--- src/rtl/reg_dump_pkg.sv ---
// Shared types and defaults for the register dump reader.
// The CSUM state exists only when REG_DUMP_CHECKSUM_EN is defined.
package reg_dump_pkg;

  localparam int DEF_NUM_REGS  = 16;
  localparam int DEF_DATA_W    = 32;
  localparam int BYTES_PER_REG = DEF_DATA_W / 8;

`ifdef REG_DUMP_CHECKSUM_EN
  typedef enum logic [1:0] {
    IDLE = 2'd0,
    SEND = 2'd1,
    CSUM = 2'd2
  } state_t;
`else
  typedef enum logic [1:0] {
    IDLE = 2'd0,
    SEND = 2'd1
  } state_t;
`endif

endpackage

--- src/rtl/reg_dump_byte_sel.sv ---
// Combinational byte picker: byte index -> byte of the snapshot,
// register 0 first, each register least-significant byte first.
module reg_dump_byte_sel
  import reg_dump_pkg::*;
#(
  parameter int NUM_REGS = DEF_NUM_REGS,
  parameter int DATA_W   = DEF_DATA_W,
  parameter int SEL_W    = 6
) (
  input  logic [NUM_REGS-1:0][DATA_W-1:0] i_snap,
  input  logic [SEL_W-1:0]                i_idx,
  output logic [7:0]                      o_byte
);

  localparam int TOTAL = NUM_REGS * (DATA_W / 8);

  // Packed layout already puts register 0 / byte 0 at the bottom.
  logic [TOTAL-1:0][7:0] w_bytes;

  assign w_bytes = i_snap;
  assign o_byte  = w_bytes[i_idx];

endmodule

--- src/rtl/reg_dump_reader.sv ---
// Snapshots a register file on start and streams it out byte by byte.
// Define REG_DUMP_CHECKSUM_EN to append an XOR checksum byte after the data.
module reg_dump_reader
  import reg_dump_pkg::*;
#(
  parameter int NUM_REGS = DEF_NUM_REGS,
  parameter int DATA_W   = DEF_DATA_W
) (
  input  logic                            clk,
  input  logic                            rst,
  input  logic [NUM_REGS-1:0][DATA_W-1:0] registers,
  input  logic                            start,
  output logic [7:0]                      out_data,
  output logic                            out_valid,
  input  logic                            out_ready,
  output logic                            out_last,
  output logic                            busy,
  output logic                            done,
  output state_t                          o_dbg_state
);

  localparam int TOTAL = NUM_REGS * (DATA_W / 8);
  localparam int CNT_W = $clog2(TOTAL + 1);
  localparam int SEL_W = (TOTAL > 1) ? $clog2(TOTAL) : 1;
`ifdef REG_DUMP_CHECKSUM_EN
  localparam bit LAST_ON_DATA = 1'b0;
`else
  localparam bit LAST_ON_DATA = 1'b1;
`endif

  state_t                          r_state;
  logic [NUM_REGS-1:0][DATA_W-1:0] r_snap;
  logic [CNT_W-1:0]                r_cnt;
  logic [7:0]                      r_out_data;
  logic                            r_out_valid;
  logic                            r_out_last;
  logic                            r_busy;
  logic                            r_done;
`ifdef REG_DUMP_CHECKSUM_EN
  logic [7:0]                      r_csum;
`endif

  logic             w_fire;
  logic [CNT_W-1:0] w_next_cnt;
  logic             w_last_data;
  logic [7:0]       w_next_byte;

  // Handshake: a byte moves on a rising edge where out_valid && out_ready;
  // out_valid is a register, so it never follows out_ready combinationally,
  // and out_data/out_last only change on a transfer.
  assign w_fire      = r_out_valid & out_ready;
  assign w_next_cnt  = r_cnt + CNT_W'(1);
  assign w_last_data = (r_cnt == CNT_W'(TOTAL - 1));

  reg_dump_byte_sel #(
    .NUM_REGS (NUM_REGS),
    .DATA_W   (DATA_W),
    .SEL_W    (SEL_W)
  ) u_byte_sel (
    .i_snap (r_snap),
    .i_idx  (w_next_cnt[SEL_W-1:0]),
    .o_byte (w_next_byte)
  );

  always_ff @(posedge clk or negedge rst) begin
    if (!rst) begin
      r_state     <= IDLE;
      r_snap      <= '0;
      r_cnt       <= '0;
      r_out_data  <= '0;
      r_out_valid <= 1'b0;
      r_out_last  <= 1'b0;
      r_busy      <= 1'b0;
      r_done      <= 1'b0;
`ifdef REG_DUMP_CHECKSUM_EN
      r_csum      <= '0;
`endif
    end else begin
      r_done <= 1'b0;
      case (r_state)
        IDLE: begin
          if (start) begin
            // Byte 0 comes straight from the bus, matching what the snapshot captures.
            r_snap      <= registers;
            r_cnt       <= '0;
            r_out_data  <= registers[0][7:0];
            r_out_last  <= 1'b0;
            r_out_valid <= 1'b1;
            r_busy      <= 1'b1;
            r_state     <= SEND;
`ifdef REG_DUMP_CHECKSUM_EN
            r_csum      <= '0;
`endif
          end
        end
        SEND: begin
          if (w_fire) begin
            r_cnt <= w_next_cnt;
`ifdef REG_DUMP_CHECKSUM_EN
            r_csum <= r_csum ^ r_out_data;
`endif
            if (w_last_data) begin
`ifdef REG_DUMP_CHECKSUM_EN
              r_out_data <= r_csum ^ r_out_data;
              r_out_last <= 1'b1;
              r_state    <= CSUM;
`else
              r_out_valid <= 1'b0;
              r_out_last  <= 1'b0;
              r_busy      <= 1'b0;
              r_done      <= 1'b1;
              r_state     <= IDLE;
`endif
            end else begin
              r_out_data <= w_next_byte;
              r_out_last <= LAST_ON_DATA && (w_next_cnt == CNT_W'(TOTAL - 1));
            end
          end
        end
`ifdef REG_DUMP_CHECKSUM_EN
        CSUM: begin
          if (w_fire) begin
            r_out_valid <= 1'b0;
            r_out_last  <= 1'b0;
            r_busy      <= 1'b0;
            r_done      <= 1'b1;
            r_state     <= IDLE;
          end
        end
`endif
        default: r_state <= IDLE;
      endcase
    end
  end

  assign out_data    = r_out_data;
  assign out_valid   = r_out_valid;
  assign out_last    = r_out_last;
  assign busy        = r_busy;
  assign done        = r_done;
  assign o_dbg_state = r_state;

endmodule

--- config.mk ---
export PLATFORM = sky130hd
export DESIGN_NAME = reg_dump_reader
export DESIGN_NICKNAME = d
export VERILOG_FILES = /design/src/rtl/reg_dump_pkg.sv /design/src/rtl/reg_dump_byte_sel.sv /design/src/rtl/reg_dump_reader.sv
export SDC_FILE = /design/constraint.sdc
export NUM_CORES = 1
export LEC_CHECK = 0
export BUFFER_PORTS_ARGS = -buffer_cell sky130_fd_sc_hd__buf_2
export CAP_MARGIN = 20
export CORE_MARGIN = 2
export CORE_UTILIZATION = 50
export DETAILED_ROUTE_END_ITERATION = 10
export MAX_ROUTING_LAYER = met4
export PLACE_DENSITY = 0.82
export SETUP_SLACK_MARGIN = 0.1
export SYNTH_ARGS = -nofsm -noshare
export SYNTH_HDL_FRONTEND = slang
export SYNTH_SLANG_ARGS = --single-unit
--- constraint.sdc ---
create_clock -name clk -period 3.6 [get_ports clk]
set_input_delay 0.54 -clock clk [delete_from_list [all_inputs] [get_ports clk]]
set_output_delay 0.54 -clock clk [all_outputs]
set_load 0.1 [all_outputs]
# Word level (Yosys, flattened, before mapping)
# Cells that the tools add are included.
[word_totals] in_bits=516 wordCells=63 out_inout_bits=14 regBits=532
[op_classes] n_eq_ne=7 magnitude_cmp=1 n_mux=24 n_reduce_logical=7 addsub=1 n_bitwise=1
[ops] cell="binary-select mux 8 bit (select 6 bit)" n=1
[ops] cell="2-to-1 mux 8 bit" n=4
[ops] cell="case mux 8 bit (2 select lines)" n=1
[ops] cell="== test 7 x 6 -> 1 bit, second input constant" n=2
[ops] cell="2-to-1 mux 7 bit" n=2
[ops] cell="case mux 7 bit (2 select lines)" n=1
[ops] cell="2-to-1 mux 1 bit" n=9
[ops] cell="!= test 2 bit, second input constant" n=4
[ops] cell="AND reduction 4 bit" n=2
[ops] cell="adder 7 x 1 -> 7 bit, second input constant" n=1
[ops] cell="< comparator 6 x 7 -> 1 bit, second input constant" n=1
[ops] cell="2-to-1 mux 2 bit" n=3
[ops] cell="AND reduction 3 bit" n=2
[ops] cell="case mux 1 bit (2 select lines)" n=2
[ops] cell="case mux 2 bit (2 select lines)" n=1
[ops] cell="== test 2 x 1 -> 1 bit, second input constant" n=1
[ops] cell="zero test 2 bit" n=1
[ops] cell="AND reduction 2 bit" n=1
[ops] cell="nonzero test 2 bit" n=1
[ops] cell="bitwise AND 1 bit" n=1

# Logic depth before layout (Yosys ltp)
# Gate-level depths: netlist of the first run.
[depth] ltp_word=6 mapped_depth=13 mapped_depth_nobuf=8

# Modules after synthesis
# A second synthesis of the first run with hierarchy kept.
[unflattened] cells_unflattened=2573 hier_area_um2=24263.3
[by_module_without_submodules] mod="reg_dump_reader" instances=1 seq_area_each_um2=13262.7 cells_per_inst=2249 area_each_um2=20066.7
[by_module_without_submodules] mod="reg_dump_byte_sel" instances=1 seq_area_each_um2=0.0 cells_per_inst=324 area_each_um2=4196.5

# Worst setup path after synthesis of the first run
# OpenSTA, ideal clock, no wires.
[synth_timing] path_kind="register to register" from="register r_cnt[0]" to="register r_out_data[1] (netlist: out_data[1])" slack_ns=0.605 t_arrival_ns=2.867 required_ns=3.472 setup_time_ns=0.128 path_stages_with_launch=14 n_path_buf=6 path_cell_list="dfrtp_1 buf_4 buf_6 buf_4 buf_2 inv_1 ha_1 buf_2 clkbuf_1 mux4_2 mux2i_1 o22ai_1 nor4_1 a21oi_1"
[synth_between] elab_chain_len=6 word_cells_on_any_way=9 classes_between="1 x add/sub; 2 x eq/ne; 5 x mux; 1 x reduce/logical"
[synth_lines] element="from (decl)" line_no="reg_dump_reader.sv:33" source="logic [CNT_W-1:0] r_cnt;"
[synth_lines] element="from (signal assigned)" line_no="reg_dump_reader.sv:98" source="r_cnt <= w_next_cnt;"
[synth_lines] element="adder 7 x 1 -> 7 bit" line_no="reg_dump_reader.sv:52" source="assign w_next_cnt = r_cnt + CNT_W'(1);"
[synth_lines] element="binary-select mux 8 bit (select 6 bit)" line_no="reg_dump_byte_sel.sv:21" source="assign o_byte = w_bytes[i_idx];"
[synth_lines] element="2-to-1 mux 8 bit (implied by the code)" line_no="reg_dump_byte_sel.sv:21"
[synth_lines] element="2-to-1 mux 8 bit" line_no="reg_dump_reader.sv:102" source="if (w_last_data) begin"
[synth_lines] element="2-to-1 mux 8 bit" line_no="reg_dump_reader.sv:97" source="if (w_fire) begin"
[synth_lines] element="case mux 8 bit (2 select lines)" line_no="reg_dump_reader.sv:80" source="case (r_state)"
[synth_lines] element="to (signal assigned)" line_no="reg_dump_reader.sv:86" source="r_out_data <= registers[0][7:0];"
[synth_lines] element="to (signal assigned)" line_no="reg_dump_reader.sv:115" source="r_out_data <= w_next_byte;"
[synth_lines] element="to (decl)" line_no="reg_dump_reader.sv:34" source="logic [7:0] r_out_data;"
# Parallel ways exist; a longest one is shown, timed or not. The select of a mux whose other input is x is not followed.
# A chain may end at the register's enable or synchronous reset.

# Final worst setup path of the first run
[layout_timing] from="register r_cnt[1]" to="register r_out_data[0] (netlist: out_data[0])"
# Same word-level chain as after synthesis.

==> impl_results.md, run 1 <==
- Status: complete, no violations
- Total CTS buffers: 55
- FILL cells: 3955
- Clock sink count: 530
- Fin crit share: between 80% and 90%
- Crit end category: flop
- Comb power frac: 27.0%
- Syn_area_per_cell: about 9 um2
- Core Box Area: 47850 um2
- Sw Share: between 30% and 40%
- Int Pwr: 12.22 mW
- RR Endpoint: out_data[0]
- Routed WL per cell: approximately 20 um
- Post-CTS Hold Fix Bufs: 0
- Vias per cell: roughly 5.5
- RePlAce Congestion: between 0.9 and 1
- Worst ir drop on vdd: approximately 0.4 mV
- PwrDens: between 600 and 700 nW/um2
- Pin count of the biggest net entering global routing: between 150 and 200
- Crit path max fanout: 31
- Initial Util: between 50% and 60%
- Max Cap Viol: 0
- Synth top area share: 54.56%
- Seq pwr share: roughly 40%
- WL final: ~75000 um
- Number of synthesized flops with an enable pin: 0
- WP data arrival: 3.72 ns
- Vias in the first global route: just over 20k
- Pre-antenna DRT Iters: 6
- First-pass GRT wire length: ~120000 um
- Syn nets: about 3.1k
- Area contributors post-synth: dfrtp_1 (55%), nand2_1 (25%), mux4_2 (11%)
- Clk slew on worst S/H paths: ~0.06 ns
- Drt first-iter violations: roughly 1.9k
- Async SR Flop Fraction: 100.0%
- Row cnt: 80
- Yosys cell types: 55
- Layout cells sized above 1: between 20% and 30%
- Antenna-violating nets left: 0
- Startpoint type of the worst setup path: flop
- TNS Setup: 0 ns
- Worst slew margin: ~33%
- Hold Fails Final Rpt: 0
- Worst Path Required: a little over 4 ns
- Crit Path Class: flop to flop
- Port Buf Inserts: around 530
- Reg2reg start: r_cnt[1]
- Die Ht: approximately 220 um
- H-tree depth: 2
- Yosys warnings: 0
- IO Count: 530
- HPWL after DPL: between 50000 and 60000 um
- Placed Area: about 28000 um2
- Yosys top cell by area: dfrtp_1
- Initial antenna violation count: 12
- Worst clock skew: 0.008559 ns
- Die area: ~50000 um2
- Net switching power: between 5 and 6 mW
- Post-route DRC: 0
- R2r worst-path depth: 8
- Final Critical Period: 3.204 ns
- Mapped Cells: 2628
- GRT Total Usage: a little under a third
- Hold Path Class: input port to asynchronous set/reset pin
- Later-pin clock latency in the skew report: 0.60 ns
- CTS tree: yes
- Clock buffer depth: 3
- CTS root buffer: clkbuf_16
- Slew @ Worst Pin: ~1.0 ns
- Leak: between 15 and 20 nW
- Die X: 224.5 um
- Sequential area share after synthesis: 54.56%
- Ys flop type: dfrtp_1
- Fmax achieved: between 300 and 400 MHz
- Via Count: just over 20k
- Clock power frac: 32.9%
- Final Max Tran Viols: 0
- NumNets Final: between 3k and 4k
- Post-Syn Area: 24310 um2
- R2R setup slack: around 0.40 ns
- Synth-to-layout area growth: 21.12%
- RSZ-0062 raised after global routing: no
- Setup violators final: 0
- FF+latch count, synth: 530
- GRT overflow: 0
- Final Cell Area: around 30000 um2
-- through the flow --
stage                     utilization [%]  hold slack (ns)  std cells  power [mW]  setup WS [ns]
final                               61.53         0.006562       3754       17.97         0.3963
after global routing                61.53          0.09000       3753       18.73         0.2220
after CTS                           61.45          0.06773       3741       18.04         0.4232
after detailed placement            57.49           0.4548       3640       12.12         0.4470
after global placement              57.49           0.4499       3640       12.04         0.4782
after floorplan                         -           0.2444       2628       10.29         0.6050
-- flip-flops by register name, indices dropped and copies added (netlist names) --
signal,flops
out_data,8
busy,1
out_last,1
r_cnt,7
done,1
r_snap,512
-- area by class of cell --
class / count / area [um2] / share of cell area, %
sequential: 530 / 13270 / 45.06
multi-input combinational: 1926 / 10300 / 34.98
timing repair buffer: 566 / 3171 / 10.77
clock buffer: 88 / 1723 / 5.852
tap: 615 / 769.5 / 2.614
clock inverter: 13 / 170.2 / 0.5780
antenna: 13 / 32.53 / 0.1105
inverter: 3 / 11.26 / 0.03825
-- synthesized netlist by cell type (all sizes together), types with 2 or more instances --
cell	number
nand2	1601
dfrtp	530
clkbuf	130
mux4	128
buf	39
o21ai	33
a21oi	27
nand3	16
mux2i	15
a311oi	9
and2	9
nor4	9
a211oi	8
a32oi	8
o22ai	8
nor2	7
or3	7
xnor2	4
a31o	3
a31oi	3
inv	3
nor3	3
nor3b	3
and3	2
ha	2
nand2b	2
nor2b	2
o31ai	2
xor2	2
-- how the worst max path moves through the flow --
stage / startpoint / endpoint / slack [ns] / cells past startpoint
floorplan: r_cnt[0] / out_data[1] / 0.61 / 13
global placement: r_cnt[0] / out_data[3] / 0.48 / 8
detailed placement: r_cnt[0] / out_data[0] / 0.45 / 8
CTS: r_cnt[0] / out_data[0] / 0.42 / 8
global route: r_cnt[1] / out_data[1] / 0.22 / 8
finish: r_cnt[1] / out_data[0] / 0.40 / 8
-- power groups by stage --
stage	clock, mW	sequential, mW	combinational, mW
after detailed placement	0	7.28	4.84
after global placement	0	7.25	4.79
after floorplan	0	7.36	2.93
final	5.92	7.21	4.85
after CTS	5.99	7.19	4.87
after global routing	6.25	7.28	5.20
-- worst max-delay path, stage by stage (launching register included) --
cell and delay [ns]:
dfrtp_1 0.62, ha_1 0.36, xor2_4 0.58, buf_12 0.29, and2_0 0.16, a211oi_1 0.07, a311oi_1 0.70, o21ai_1 0.15
a21oi_1 0.18
-- cells by family after synthesis --
family	after synthesis	synth area share, %
adders and majority gates	2	0.1029
muxes	143	12.57
DFF	530	54.56
AOI/OAI and AO/OA	109	2.903
and+or+nand+nor	1665	26.26
buffers and inverters	172	3.233
xor gates and xnor gates	6	0.3552
other	1	0.01543
-- per-layer routing --
layer / vias up / part of all wire (%) / GRT usage [%]
met5: - / 0 / -
met4: 0 / 3.8 / 11.17
met3: 165 / 8.6 / 7.616
met2: 899 / 47 / 48.06
met1: 10060 / 40 / 40.23
li1: 9382 / - / -
-- placed cells by master (no fill, tap or decap), types with 8 or more instances in the layout --
| cell | instances |
|---|---|
| a211oi_1 | 8 |
| a21oi_1 | 27 |
| a311oi_1 | 9 |
| a32oi_1 | 8 |
| and2_1 | 8 |
| buf_12 | 17 |
| buf_2 | 527 |
| buf_4 | 20 |
| clkbuf_1 | 13 |
| clkbuf_16 | 57 |
| clkbuf_8 | 18 |
| dfrtp_1 | 529 |
| diode_2 | 13 |
| mux2i_1 | 15 |
| mux4_2 | 122 |
| nand2_1 | 1601 |
| nand3_1 | 16 |
| nor4_1 | 9 |
| o21ai_0 | 23 |
| o21ai_1 | 9 |
| o22ai_1 | 8 |
-- timing repair --
action / in CTS / in global routing
resized for setup: 0 / 1
setup endpoints to repair: 0 / 1
buffers inserted: 0 / 0
Power figures use the tool's default switching activity.
==> run 2: changes to the inputs <==
- GPL_TIMING_DRIVEN: unset -> 0
==> impl_results.md, run 2 (same netlist as run 1, synthesis figures left out) <==
- Post-route DRC: 0
- Pin count of the biggest net entering global routing: ~120
- Placed cells: approximately 3.8k
- HPWL after DPL: between 60000 and 70000 um
- Die X: roughly 220 um
- GRT Total Usage: 35.66%
- Fin crit share: a little over nine tenths
- RePlAce Congestion: around 0.94
- Crit Path Class: flop to flop
- Reg2reg start: r_cnt[0]
- Drt first-iter violations: roughly 2.4k
- Row cnt: 80
- Commonest cells after routing, fill and taps aside: nand2_1 (1601), buf_2 (537), dfrtp_1 (530)
- Die area: just over 50000 um2
- CP max-delay cell: mux4_2
- WL final: 86280 um
- Worst slew margin: a little under a quarter
- Die Ht: between 200 and 250 um
- FILL cells: around 3.9k
- Crit end category: flop
- Most common cell after layout, fill and taps aside: nand2_1
- Total CTS buffers: 54
- Post-CTS Hold Fix Bufs: 0
- H-tree depth: 2
- Final Critical Period: ~3.4 ns
- Worst clock skew: roughly 0.015 ns
- Max stage delay on crit path: 0.39 ns
- CP dominant cell by count: buf_4
- Failing checks: hold timing
- Placed Area: ~28000 um2
- Critical path cell sequence: buf_4 -> buf_6 -> buf_12 -> buf_4 -> clkinvlp_4 -> ha_4 -> buf_2 -> mux4_2 -> mux2i_1 -> o22ai_1 -> nor4_1 -> a21oi_1
- CTS tree: yes
- NumNets Final: ~3.7k
- Status: finished with violations
- Hold Fails Final Rpt: 1
- Worst hold slack: -0.008939 ns
- Later-pin clock latency in the skew report: ~0.6 ns
- GRT overflow: 0
- Worst Path Required: roughly 4.1 ns
- Port Buf Inserts: between 500 and 600
- IO Count: 530
- Largest Register: r_snap
- RSZ-0062 raised after global routing: no
- Startpoint type of the worst setup path: flop
- Vias in the first global route: approximately 22k
- First-pass GRT wire length: around 130000 um
- Via Count: 21.75k
- Crit path max fanout: 10
- Core Box Area: between 40000 and 50000 um2
- Final Cell Area: around 30000 um2
- Pre-antenna DRT Iters: 5
- Antenna-violating nets left: 0
- Vias per cell: approximately 5.6
- WP data arrival: 3.90 ns
- Initial Util: roughly half
- Clk slew on worst S/H paths: ~0.060 ns
- Util after Layout: a little over three fifths
- Leak: roughly 16 nW
- Layout cells sized above 1: between 20% and 30%
- Slew @ Worst Pin: roughly 1.2 ns
- Fmax achieved: just under 300 MHz
- Synth-to-layout area growth: 23.81%
- Max Cap Viol: 0
- Final non-filler cell total: between 3k and 4k
- CTS root buffer: clkbuf_16
- Final Max Tran Viols: 0
- Setup violators final: 0
- Routed WL per cell: ~22 um
- Worst ir drop on vdd: between 0.4 and 0.5 mV
- PwrDens: ~620 nW/um2
- Clock buffer depth: 3
- Max reg flops: approximately 510
- Initial antenna violation count: 24
- Hold Path Class: input port to asynchronous set/reset pin
- Clock sink count: 530
- CP Launch Point: r_cnt[0]
run 2: cell types whose count changed in the layout (fill, tap and decap cells not counted), moves of 7 or more:
cell / delta
a211oi_2: +8
clkbuf_1: +116
buf_2: +10
buf_6: +10
diode_2: +13
a211oi_1: -8
buf_12: -16
a311oi_1: -8
a311oi_2: +7
run 2: what timing repair did:
action / in CTS / in global routing
resized for setup: 58 / 10
setup buffers: 0 / 1
setup endpoints to repair: 8 / 8
pin swaps: 1 / 0
run 2: per-layer routing:
metal	up-vias	wire length (um)	track usage, %
met4	0	4093	15.42
met5	-	0	-
li1	9661	-	-
met1	10670	34360	46.38
met3	240	7288	6.519
met2	1185	40540	55.50
run 2: power by group:
| group | switching [mW] | internal (mW) |
|---|---|---|
| clock | 2.44 | 3.62 |
| sequential | 0.432 | 6.69 |
| combinational | 3.35 | 2.21 |
run 2: through the flow:
step                      setup slack, ns  power (mW)  setup TNS (ns)
after global routing              0.07568       19.35               0
after global placement             -8.678       12.26        -4576.76
after floorplan                    0.6050       10.29               0
after CTS                          0.1327       18.65               0
after detailed placement           -1.051       12.37          -7.868
final                              0.1747       18.74               0
run 2: final cells by class:
cell class	count	area, um2	area share, %
multi-input cells	1926	10430	34.64
diodes	26	65.06	0.2162
clock inverters	23	332.8	1.106
repair buffers	533	2770	9.205
plain buffers	169	879.6	2.923
clock buffers	76	1575	5.234
inverters	3	15.01	0.04989
flip-flops and latches	530	13260	44.07
well taps	615	769.5	2.557
run 2: path summary, 6_finish.rpt:
path	endpoint	slack [ns]	cells past startpoint
setup / recovery	out_data[0]	0.17	12
min in group clk	r_snap[414]	0.12	3
hold / removal	r_snap[277]	-0.009	1
max in group asynchronous	done	2.08	3
setup reg to reg	out_data[0]	0.17	12
hold reg to reg	r_snap[270]	0.47	2
run 2: worst max-delay path, delay by kind of cell (launching register included):
kind	cells	cell delay (ns)
buffers and inverters	6	1.25
multiplexers	2	0.69
AND/OR/NAND/NOR	1	0.37
flip-flops	1	0.35
AO/OA/AOI/OAI	2	0.32
adder cells (fa/ha/maj)	1	0.30
